## src/rtl/weight_sched_pkg.sv

```systemverilog
// rtl/weight_sched_pkg.sv - shared state encoding and default sizes for the weight fetch sequencer
package weight_sched_pkg;

  localparam int DEF_DAT_WIDTH  = 96;
  localparam int DEF_FIFO_DEPTH = 4;
  localparam int DEF_CNT_WIDTH  = 16;

  localparam logic [2:0] ST_IDLE_ENC  = 3'd0;
  localparam logic [2:0] ST_INIT_ENC  = 3'd1;
  localparam logic [2:0] ST_FETCH_ENC = 3'd2;
  localparam logic [2:0] ST_DRAIN_ENC = 3'd3;
  localparam logic [2:0] ST_DONE_ENC  = 3'd4;

  typedef enum logic [2:0] {
    ST_IDLE  = ST_IDLE_ENC,
    ST_INIT  = ST_INIT_ENC,
    ST_FETCH = ST_FETCH_ENC,
    ST_DRAIN = ST_DRAIN_ENC,
    ST_DONE  = ST_DONE_ENC
  } state_t;

endpackage

```

## src/rtl/weight_sched_if.sv

```systemverilog
// rtl/weight_sched_if.sv - request-unit and PE weight-port signals of the sequencer
interface weight_sched_if import weight_sched_pkg::*; #(
  parameter int DAT_WIDTH = DEF_DAT_WIDTH
);

  logic                 wrq_rst;
  logic                 wrq_req;
  logic [DAT_WIDTH-1:0] wrq_dat;
  logic                 wrq_vld;
  logic [DAT_WIDTH-1:0] w_dat;
  logic                 w_vld;
  logic                 w_rdy;
  logic                 w_last;

  modport master (
    output wrq_rst, wrq_req, w_dat, w_vld, w_last,
    input  wrq_dat, wrq_vld, w_rdy
  );

  modport slave (
    input  wrq_rst, wrq_req, w_dat, w_vld, w_last,
    output wrq_dat, wrq_vld, w_rdy
  );

endinterface

```

## src/rtl/weight_fifo.sv

```systemverilog
// rtl/weight_fifo.sv - synchronous show-ahead FIFO; head word is visible whenever not empty
module weight_fifo #(
  parameter int WIDTH = 97,
  parameter int DEPTH = 4
) (
  input  logic                     clk,
  input  logic                     rst,
  input  logic                     push,
  input  logic [WIDTH-1:0]         din,
  input  logic                     pop,
  output logic [WIDTH-1:0]         dout,
  output logic [$clog2(DEPTH):0]   count,
  output logic                     full,
  output logic                     empty
);

  localparam int AW = $clog2(DEPTH);

  logic [WIDTH-1:0] mem [DEPTH];
  logic [AW-1:0]    wr_ptr;
  logic [AW-1:0]    rd_ptr;
  logic             do_push;
  logic             do_pop;

  assign full    = (count == (AW+1)'(DEPTH));
  assign empty   = (count == '0);
  assign do_push = push & ~full;
  assign do_pop  = pop & ~empty;
  // Head is forced to zero when empty so the port never shows stale words.
  assign dout    = empty ? '0 : mem[rd_ptr];

  always_ff @(posedge clk) begin
    if (rst) begin
      wr_ptr <= '0;
      rd_ptr <= '0;
      count  <= '0;
    end else begin
      if (do_push) begin
        mem[wr_ptr] <= din;
        wr_ptr      <= wr_ptr + 1'b1;
      end
      if (do_pop) begin
        rd_ptr <= rd_ptr + 1'b1;
      end
      case ({do_push, do_pop})
        2'b10:   count <= count + 1'b1;
        2'b01:   count <= count - 1'b1;
        default: count <= count;
      endcase
    end
  end

endmodule

```

## src/rtl/weight_sched.sv

```systemverilog
// rtl/weight_sched.sv - layer sequencer: resets the request unit, issues credit-limited requests, buffers words to the PE port
module weight_sched
  import weight_sched_pkg::*;
#(
  parameter int DAT_WIDTH  = DEF_DAT_WIDTH,
  parameter int FIFO_DEPTH = DEF_FIFO_DEPTH,
  parameter int CNT_WIDTH  = DEF_CNT_WIDTH
) (
  input  logic                 clk,
  input  logic                 rst,
  input  logic                 start,
  input  logic [CNT_WIDTH-1:0] cfg_num_taps,
  input  logic [CNT_WIDTH-1:0] cfg_num_kgrp,
  output logic                 busy,
  output logic                 done,
  output logic                 err_ovf,
  weight_sched_if.master       wif
);

  localparam int PW = $clog2(FIFO_DEPTH);
  localparam int TW = 2 * CNT_WIDTH;
  localparam logic [PW+1:0] DEPTH_W = (PW+2)'(FIFO_DEPTH);

  state_t               state;
  logic [CNT_WIDTH-1:0] taps_q;
  logic [CNT_WIDTH-1:0] kgrp_q;
  logic [CNT_WIDTH-1:0] tap_cnt;
  logic [CNT_WIDTH-1:0] grp_cnt;
  logic [TW-1:0]        total;
  logic [TW-1:0]        req_cnt;
  logic [PW:0]          outstanding;
  logic [PW:0]          fifo_count;
  logic [PW+1:0]        inflight;
  logic                 fifo_full;
  logic                 fifo_empty;
  logic [DAT_WIDTH:0]   fifo_dout;
  logic                 start_ok;
  logic                 cfg_zero;
  logic                 push;
  logic                 pop;
  logic                 req;
  logic                 tap_wrap;
  logic                 wrq_rst_q;

  // busy stays high through the done cycle, so a start there is still ignored.
  assign start_ok = start & ~busy & (state == ST_IDLE);
  assign cfg_zero = (cfg_num_taps == '0) | (cfg_num_kgrp == '0);

  // Credit: never request more than the FIFO can absorb, counting words in flight.
  assign inflight = {1'b0, outstanding} + {1'b0, fifo_count};
  assign req      = (state == ST_FETCH) & (req_cnt < total) & (inflight < DEPTH_W);

  assign push     = wif.wrq_vld & (state != ST_IDLE);
  assign pop      = wif.w_vld & wif.w_rdy;
  assign tap_wrap = (tap_cnt == taps_q - 1'b1);

  assign wif.wrq_req = req;
  assign wif.wrq_rst = wrq_rst_q;
  assign wif.w_vld   = ~fifo_empty;
  assign wif.w_dat   = fifo_dout[DAT_WIDTH-1:0];
  assign wif.w_last  = fifo_dout[DAT_WIDTH];

  weight_fifo #(
    .WIDTH (DAT_WIDTH + 1),
    .DEPTH (FIFO_DEPTH)
  ) u_fifo (
    .clk   (clk),
    .rst   (rst),
    .push  (push),
    .din   ({tap_wrap, wif.wrq_dat}),
    .pop   (pop),
    .dout  (fifo_dout),
    .count (fifo_count),
    .full  (fifo_full),
    .empty (fifo_empty)
  );

  always_ff @(posedge clk) begin
    if (rst) begin
      state     <= ST_IDLE;
      busy      <= 1'b0;
      done      <= 1'b0;
      wrq_rst_q <= 1'b0;
      taps_q    <= '0;
      kgrp_q    <= '0;
      total     <= '0;
      req_cnt   <= '0;
      err_ovf   <= 1'b0;
    end else begin
      done      <= 1'b0;
      wrq_rst_q <= 1'b0;
      if (done) begin
        busy <= 1'b0;
      end
      if (req) begin
        req_cnt <= req_cnt + 1'b1;
      end
      if (push & fifo_full) begin
        err_ovf <= 1'b1;
      end
      case (state)
        ST_IDLE: begin
          if (start_ok) begin
            taps_q  <= cfg_num_taps;
            kgrp_q  <= cfg_num_kgrp;
            total   <= TW'(cfg_num_taps) * TW'(cfg_num_kgrp);
            req_cnt <= '0;
            err_ovf <= 1'b0;
            busy    <= 1'b1;
            if (cfg_zero) begin
              state <= ST_DONE;
            end else begin
              state     <= ST_INIT;
              wrq_rst_q <= 1'b1;
            end
          end
        end
        ST_INIT:  state <= ST_FETCH;
        ST_FETCH: begin
          if (req && (req_cnt == total - 1'b1)) begin
            state <= ST_DRAIN;
          end
        end
        ST_DRAIN: begin
          if ((outstanding == '0) && fifo_empty && !pop) begin
            state <= ST_DONE;
          end
        end
        ST_DONE: begin
          done  <= 1'b1;
          state <= ST_IDLE;
        end
        default: state <= ST_IDLE;
      endcase
    end
  end

  // Tap/group position of the next word to arrive, plus words requested but not yet returned.
  always_ff @(posedge clk) begin
    if (rst || start_ok) begin
      tap_cnt     <= '0;
      grp_cnt     <= '0;
      outstanding <= '0;
    end else begin
      if (push & ~fifo_full) begin
        if (tap_wrap) begin
          tap_cnt <= '0;
          grp_cnt <= (grp_cnt == kgrp_q - 1'b1) ? '0 : grp_cnt + 1'b1;
        end else begin
          tap_cnt <= tap_cnt + 1'b1;
        end
      end
      case ({req, push})
        2'b10: outstanding <= outstanding + 1'b1;
        2'b01: begin
          if (outstanding != '0) begin
            outstanding <= outstanding - 1'b1;
          end
        end
        default: outstanding <= outstanding;
      endcase
    end
  end

endmodule

```

## src/flat_wrapper.sv

```systemverilog
// flat-port wrapper written by rule: the top's interface ports become plain ports
module weight_sched_flat import weight_sched_pkg::*;
#(
  parameter int DAT_WIDTH  = DEF_DAT_WIDTH,
  parameter int FIFO_DEPTH = DEF_FIFO_DEPTH,
  parameter int CNT_WIDTH  = DEF_CNT_WIDTH
)
  (clk, rst, start, cfg_num_taps, cfg_num_kgrp, busy, done, err_ovf, wif_wrq_rst, wif_wrq_req, wif_w_dat, wif_w_vld, wif_w_last, wif_wrq_dat, wif_wrq_vld, wif_w_rdy);
  weight_sched_if #(.DAT_WIDTH(DAT_WIDTH)) wif_i ();
  input  logic clk;
  input  logic rst;
  input  logic start;
  input  logic [CNT_WIDTH-1:0] cfg_num_taps;
  input  logic [CNT_WIDTH-1:0] cfg_num_kgrp;
  output logic busy;
  output logic done;
  output logic err_ovf;
  output wire logic [$bits(wif_i.wrq_rst)-1:0] wif_wrq_rst;
  output wire logic [$bits(wif_i.wrq_req)-1:0] wif_wrq_req;
  output wire logic [$bits(wif_i.w_dat)-1:0] wif_w_dat;
  output wire logic [$bits(wif_i.w_vld)-1:0] wif_w_vld;
  output wire logic [$bits(wif_i.w_last)-1:0] wif_w_last;
  input wire logic [$bits(wif_i.wrq_dat)-1:0] wif_wrq_dat;
  input wire logic [$bits(wif_i.wrq_vld)-1:0] wif_wrq_vld;
  input wire logic [$bits(wif_i.w_rdy)-1:0] wif_w_rdy;
  assign wif_wrq_rst = wif_i.wrq_rst;
  assign wif_wrq_req = wif_i.wrq_req;
  assign wif_w_dat = wif_i.w_dat;
  assign wif_w_vld = wif_i.w_vld;
  assign wif_w_last = wif_i.w_last;
  assign wif_i.wrq_dat = wif_wrq_dat;
  assign wif_i.wrq_vld = wif_wrq_vld;
  assign wif_i.w_rdy = wif_w_rdy;
  weight_sched #(.DAT_WIDTH(DAT_WIDTH), .FIFO_DEPTH(FIFO_DEPTH), .CNT_WIDTH(CNT_WIDTH)) u_core (.clk(clk), .rst(rst), .start(start), .cfg_num_taps(cfg_num_taps), .cfg_num_kgrp(cfg_num_kgrp), .busy(busy), .done(done), .err_ovf(err_ovf), .wif(wif_i));
endmodule
```

## config.mk

```make
export PLATFORM = sky130hd
export DESIGN_NAME = weight_sched_flat
export DESIGN_NICKNAME = d
export VERILOG_FILES = /design/src/rtl/weight_sched_pkg.sv /design/src/rtl/weight_sched_if.sv /design/src/rtl/weight_fifo.sv /design/src/rtl/weight_sched.sv /design/src/flat_wrapper.sv
export SDC_FILE = /design/constraint.sdc
export NUM_CORES = 1
export LEC_CHECK = 0
export ABC_AREA = 1
export BUFFER_PORTS_ARGS = -buffer_cell sky130_fd_sc_hd__buf_4
export CAP_MARGIN = 20
export CORE_MARGIN = 4
export CORE_UTILIZATION = 45
export CTS_CLUSTER_SIZE = 24
export DETAILED_ROUTE_END_ITERATION = 10
export GPL_TIMING_DRIVEN = 0
export PLACE_DENSITY = 0.64
export SLEW_MARGIN = 20
export SYNTH_ARGS = -nofsm -noshare
export SYNTH_HDL_FRONTEND = slang
export SYNTH_SLANG_ARGS = --single-unit
```

## constraint.sdc

```tcl
create_clock -name clk -period 9.8 [get_ports clk]
set_input_delay 1.96 -clock clk [delete_from_list [all_inputs] [get_ports clk]]
set_output_delay 1.96 -clock clk [all_outputs]
set_load 0.01 [all_outputs]
```

**After elaboration in Yosys (flattened, before gate mapping)**

Memory sizes are Yosys's and may differ from the RTL's. A register that Yosys moved wholly into a read port is not among the register bits.
Cells that the tools add are included.

- Register bits after elaboration: 113
- RAM bits: 388
- Bits of input ports: 133
- Output and inout port bits: 103
- Word-level logic and storage cells: 102
- Memories kept: 1

Memories:

| name | words | width | read ports | clocked after memory_dff | write ports | RTL line | RTL |
|---|---|---|---|---|---|---|---|
| u_core.u_fifo.mem | 4 | 97 | 1 | 1 | 1 | weight_fifo.sv:19 | `logic [WIDTH-1:0] mem [DEPTH];` |

- $add $sub $neg: 11
- $mul: 1
- Order comparisons: 2
- Equal/unequal tests: 15
- Muxes and demuxes: 26
- Bitwise gates (word level): 15
- Reductions and logical operators: 18

Operators by type and width:

| cell | count |
|---|---|
| two-way mux 97 bit | 1 |
| two-way mux 32 bit | 3 |
| adder 32 x 1 -> 32 bit (second input constant) | 1 |
| equality test 32 bit | 1 |
| logical NOT 16 bit | 2 |
| less-than comparator 32 bit | 1 |
| multiplier 16 x 16 -> 32 bit | 1 |
| subtractor 32 x 1 -> 32 bit (second input constant) | 1 |
| adder 16 x 1 -> 16 bit (second input constant) | 1 |
| equality test 16 bit | 1 |
| two-way mux 16 bit | 1 |
| subtractor 16 x 1 -> 16 bit (second input constant) | 1 |
| two-way mux 3 bit | 5 |
| one-hot mux 3 bit (2 select lines) | 2 |
| one-hot mux 3 bit (4 select lines) | 1 |
| two-way mux 1 bit | 11 |
| AND 1 bit | 9 |
| logical NOT 3 bit | 3 |
| adder 3 x 1 -> 3 bit (second input constant) | 2 |
| equality test 3 x 2 -> 1 bit (second input constant) | 2 |
| equality test 3 bit (second input constant) | 2 |
| inequality test 2 x 1 -> 1 bit (second input constant) | 3 |
| nonzero test 3 bit | 2 |
| subtractor 3 x 1 -> 3 bit (second input constant) | 2 |
| other kinds (17) | 29 |

**Depth between registers and ports, before layout**

- Depth in word-level cells: 7
- Mapped depth: 30
- Mapped depth without buffers: 28

**Hierarchy**

From an unflattened synthesis, not the netlist that was laid out.

- Cell total of the unflattened synthesis: 3658
- Area total of the unflattened synthesis: 32003.2 um^2

Modules (own cells, without submodules):

| module | times used | cells each | area each (um^2) |
|---|---|---|---|
| weight_sched | 1 | 2347 | 16288.1 |
| weight_fifo | 1 | 1311 | 15715.1 |

**Least setup slack after synthesis**

OpenSTA, ideal clock, no wires.

- Kind: in2reg
- Start point: in cfg_num_taps[7]
- End point: reg u_core.total[29]
- Library setup time: 114 ps
- Arrival time: 7091 ps
- Setup slack: 2595 ps
- Stages: 26
- Path through: clkbuf_1 -> clkbuf_1 -> nand2_1 -> fa_1 -> inv_1 -> fa_1 -> inv_1 -> fa_1 -> inv_1 -> fa_1 -> fa_1 -> inv_1 -> fa_1 -> inv_1 -> ha_1 -> a21oi_1 -> inv_1 -> a31oi_1 -> nand2_1 -> a21o_1 -> nand3_1 -> nand2_1 -> nand2_1 -> nand3b_1 -> nand3_1 -> nand2_1

- Longest elaborated chain between the ends: 1

Ends and longest elaborated chain:

| item | RTL line | RTL |
|---|---|---|
| start, declared | flat_wrapper.sv:13 | `input logic [CNT_WIDTH-1:0] cfg_num_taps;` |
| multiplier 16 x 16 -> 32 bit | weight_sched.sv:106 | `total <= TW'(cfg_num_taps) * TW'(cfg_num_kgrp);` |
| end signal, assigned | weight_sched.sv:106 |  |
| end, declared | weight_sched.sv:29 | `logic [TW-1:0] total;` |

No other way between the ends.
A chain may end at the register's enable or synchronous reset.

**Worst setup path in the final report**

- Start point: in cfg_num_taps[5]
- End point: reg u_core.total[27]

Same word-level chain as after synthesis.

==> summary.txt <==
status - finished clean
Die W - 273.2 µm
post-DP HPWL - 65.55 mm
input/output buffers - 202
Util after Layout - 52.90%
Post-Syn Area - 31660 µm²
Crit-path slowest cell - clkbuf_1
PD cells - 311.1 nW/µm²
Static Leak - 16.06 nW
Core Rows - 96
Initial Util - 45.75%
Arr. time, crit path - 8.61 ns
Die Ht - 273.2 µm
CP Cell Sequence - clkbuf_1 > clkbuf_1 > nand2_1 > fa_1 > inv_1 > fa_1 > inv_1 > fa_1 > inv_1 > fa_1 > fa_1 > inv_1 > fa_1 > inv_1 > ha_1 > a21oi_1 > inv_1 > a31oi_1 > nand2_1 > a21o_1 > nand3_1 > nand2_1 > o21ai_0 > o21ai_0
HP Start - u_core.u_fifo.rd_ptr[1]$_SDFFE_PP0P_
first drt pass iteration count - 5
met2 Use GR - 38.46%
first-pass GRT wire length - 137.0 mm
Most used DFF post-synth - edfxtp_1
Post-synth EDFFs - 388
Area Growth Syn to Fin - 15.62%
Hold WS - 0.4491 ns
via count - 24700
Clk pin slew, worst setup/hold paths - 0.06 ns
Max-Cap Viols - 0
Distinct cells, synth - 55
M1 GR Usage - 32.22%
Final Skew - 0.04100 ns
critical path startpoint category - input pin
Final nets - 4302
GRT busiest layer - met2
post-CTS resize count - 0
Routed WL - 88.34 mm
Period minus WS final - 8.156 ns
vias in the first global route - 24340
f_max - 0.1226 GHz
fillers - 6389
layout cells sized above 1 - 9.498%
critical path's top delay family - adder cells
WL/cell - 18.40 µm
Max VDD drop - 0.0002812 V
routed vias/inst - 5.145
GP Congestion - 0.9420
core area - 69190 µm²
Worst Tran Pin Value - 1.077 ns
worst relative slew slack - 28.18%
Syn Area/Cell - 8.922 µm²
placed cells - 4701
setup slack at placement - 1.166 ns
M3 GR Usage - 4.014%
cells on worst reg2reg path - 15
H-Tree Depth - 2
slowest stage delay, CP - 0.67 ns
Skew-Pair Late Insertion Delay - 0.61 ns
CTS Root Cell - clkbuf_16
Final Hold Fails - 0
DRC Markers - 0
Synth Instances - 3548
max-slew violations - 0
Routed Antenna Nets - 0
DP Area - 34860 µm²
Seq/Total Area, Yosys - 44.08%
Clock Path Buffers - 3
Clock Sinks - 503
gr ovfl total - 0
CTS buffer count - 54
min setup slack post-route - 1.644 ns
Yosys warning count - 0
Stages on worst setup path - 24
Non-Filler Instances - 4801
synthesized flop and latch total - 503
Area contributors post-synth - edfxtp_1, fa_1, dfxtp_1
multi-input gate area in the final layout - 15060 µm²
unrepaired setup endpoints after global routing - false
die area - 74650 µm²
critical path capture point type - flop
top-area cell type share of the netlist area - 36.81%
ys async rst share - 0%
crit-path max FO - 10
Post-CTS Setup Inserts - 0
initial antenna violation count - 8
num ports - 236
Design Area, Final - 36600 µm²
post-synth top area cell - edfxtp_1
Hold-fix buffers, CTS - 0
Mapped Nets - 4024
Setup violations, final - 0
type of the most critical hold path - reg -> reg
CP Class - in -> reg
critical path required time - 10.25 ns
largest net degree at the start of global routing - 24
r2r startpoint - u_core.total[6]$_SDFFE_PP0P_
CTS tree - done
Hold Crit Depth - 2
CP Launch Point - cfg_num_taps[5]
first-iteration detailed-routing DRC count - 1833
Seq. cell area - 13950 µm²
GRT Total Usage - 23.52%
CP Buf/Inv Count - 8
final period utilization - 83.22%
==> worst paths after layout <==
check	to	slack, ns
min reg2reg	flop	0.45
max	u_core.total[27]$_SDFFE_PP0P_	1.64
min	flop	0.45
max reg2reg	u_core.req_cnt[19]$_SDFF_PP0_	6.72
==> worst min-delay path, cell delays in order, from the launching register on <==
cell and delay, ns:
dfxtp_1 0.29, inv_1 0.05, a21oi_1 0.07
==> power by group <==
part / total (W) / internal [W] / switching (W)
Clock: 0.00199 / 0.00114 / 0.000843
Sequential: 0.00265 / 0.00251 / 0.000144
Combinational: 0.00675 / 0.00239 / 0.00436
==> sequential cells by signal, indices dropped and copies added, names as in the netlist, named ones only <==
| register | cells |
|---|---|
| u_core.u_fifo.rd_ptr | 2 |
| u_core.req_cnt | 32 |
| u_core.u_fifo.mem | 388 |
| u_core.busy | 1 |
| u_core.wif.wrq_rst | 1 |
| u_core.err_ovf | 1 |
| u_core.done | 1 |
| u_core.u_fifo.wr_ptr | 2 |
| u_core.total | 32 |
| u_core.u_fifo.count | 3 |
| u_core.outstanding | 3 |
| u_core.taps_q | 16 |
| u_core.tap_cnt | 16 |
| u_core.state | 3 |
==> placed cells by master, fill, tap and decap left out, types with 15 or more instances in the layout <==
| master | n |
|---|---|
| clkbuf_16 | 55 |
| nor2_1 | 565 |
| inv_1 | 530 |
| fa_1 | 196 |
| a21oi_1 | 187 |
| edfxtp_1 | 388 |
| dfxtp_1 | 115 |
| o21ai_0 | 290 |
| buf_1 | 24 |
| nor3_1 | 48 |
| nor4_1 | 16 |
| ha_1 | 147 |
| buf_4 | 202 |
| clkbuf_1 | 144 |
| nand4_1 | 32 |
| xor2_1 | 49 |
| xnor2_1 | 21 |
| inv_2 | 15 |
| nand3_1 | 66 |
| nand2_1 | 581 |
==> through the flow <==
stage                     power, W  TNS [ns]
after floorplan           0.007246         0
after global placement    0.009319   -377.00
after detailed placement  0.009372         0
after CTS                  0.01140         0
after global routing       0.01248         0
final                      0.01139         0
==> cells in the mapped netlist (5+ instances only) <==
cell / instances
nand2_1: 581
nor2_1: 569
inv_1: 530
edfxtp_1: 388
o21ai_0: 290
fa_1: 196
a21oi_1: 187
ha_1: 147
clkbuf_1: 134
dfxtp_1: 115
nand3_1: 66
xor2_1: 49
nor3_1: 48
nand4_1: 32
buf_1: 24
xnor2_1: 21
nor4_1: 16
inv_2: 15
nor2_2: 14
o21ai_1: 14
o22ai_1: 10
a31oi_1: 9
nand3b_1: 9
a22o_1: 7
o21bai_1: 6
a21o_1: 5
nand2_2: 5
nor3_2: 5
o21a_1: 5
==> area by class of cell <==
class,instances,area share [%]
buffer,163,1.706
inverter,545,5.589
antenna,6,0.04102
sequential,503,38.12
clock buffer,66,3.900
multi-input combinational,2337,41.15
clock inverter,28,0.8238
tap,931,3.183
timing repair buffer,222,5.483
==> per-layer routing <==
| metal | vias to the layer above | wire length, µm |
|---|---|---|
| met2 | 833 | 40670 |
| li1 | 12010 | - |
| met3 | 153 | 6319 |
| met1 | 11700 | 38560 |
| met4 | 4 | 2769 |
| met5 | - | 21 |
==> kinds of logic (layout without fill, tap and decap cells) <==
| logic type | after synthesis | in the layout | synth area share [%] |
|---|---|---|---|
| DFF | 503 | 503 | 44.08 |
| buffers and inverters | 708 | 1024 | 8.435 |
| and+or+nand+nor | 1375 | 1375 | 18.09 |
| adders and majority gates | 343 | 343 | 18.21 |
| xor gates and xnor gates | 73 | 73 | 2.154 |
| AOI/OAI and AO/OA | 546 | 546 | 9.040 |
| other | 0 | 6 | 0 |
Note: power is estimated with default switching activity, not from simulation.
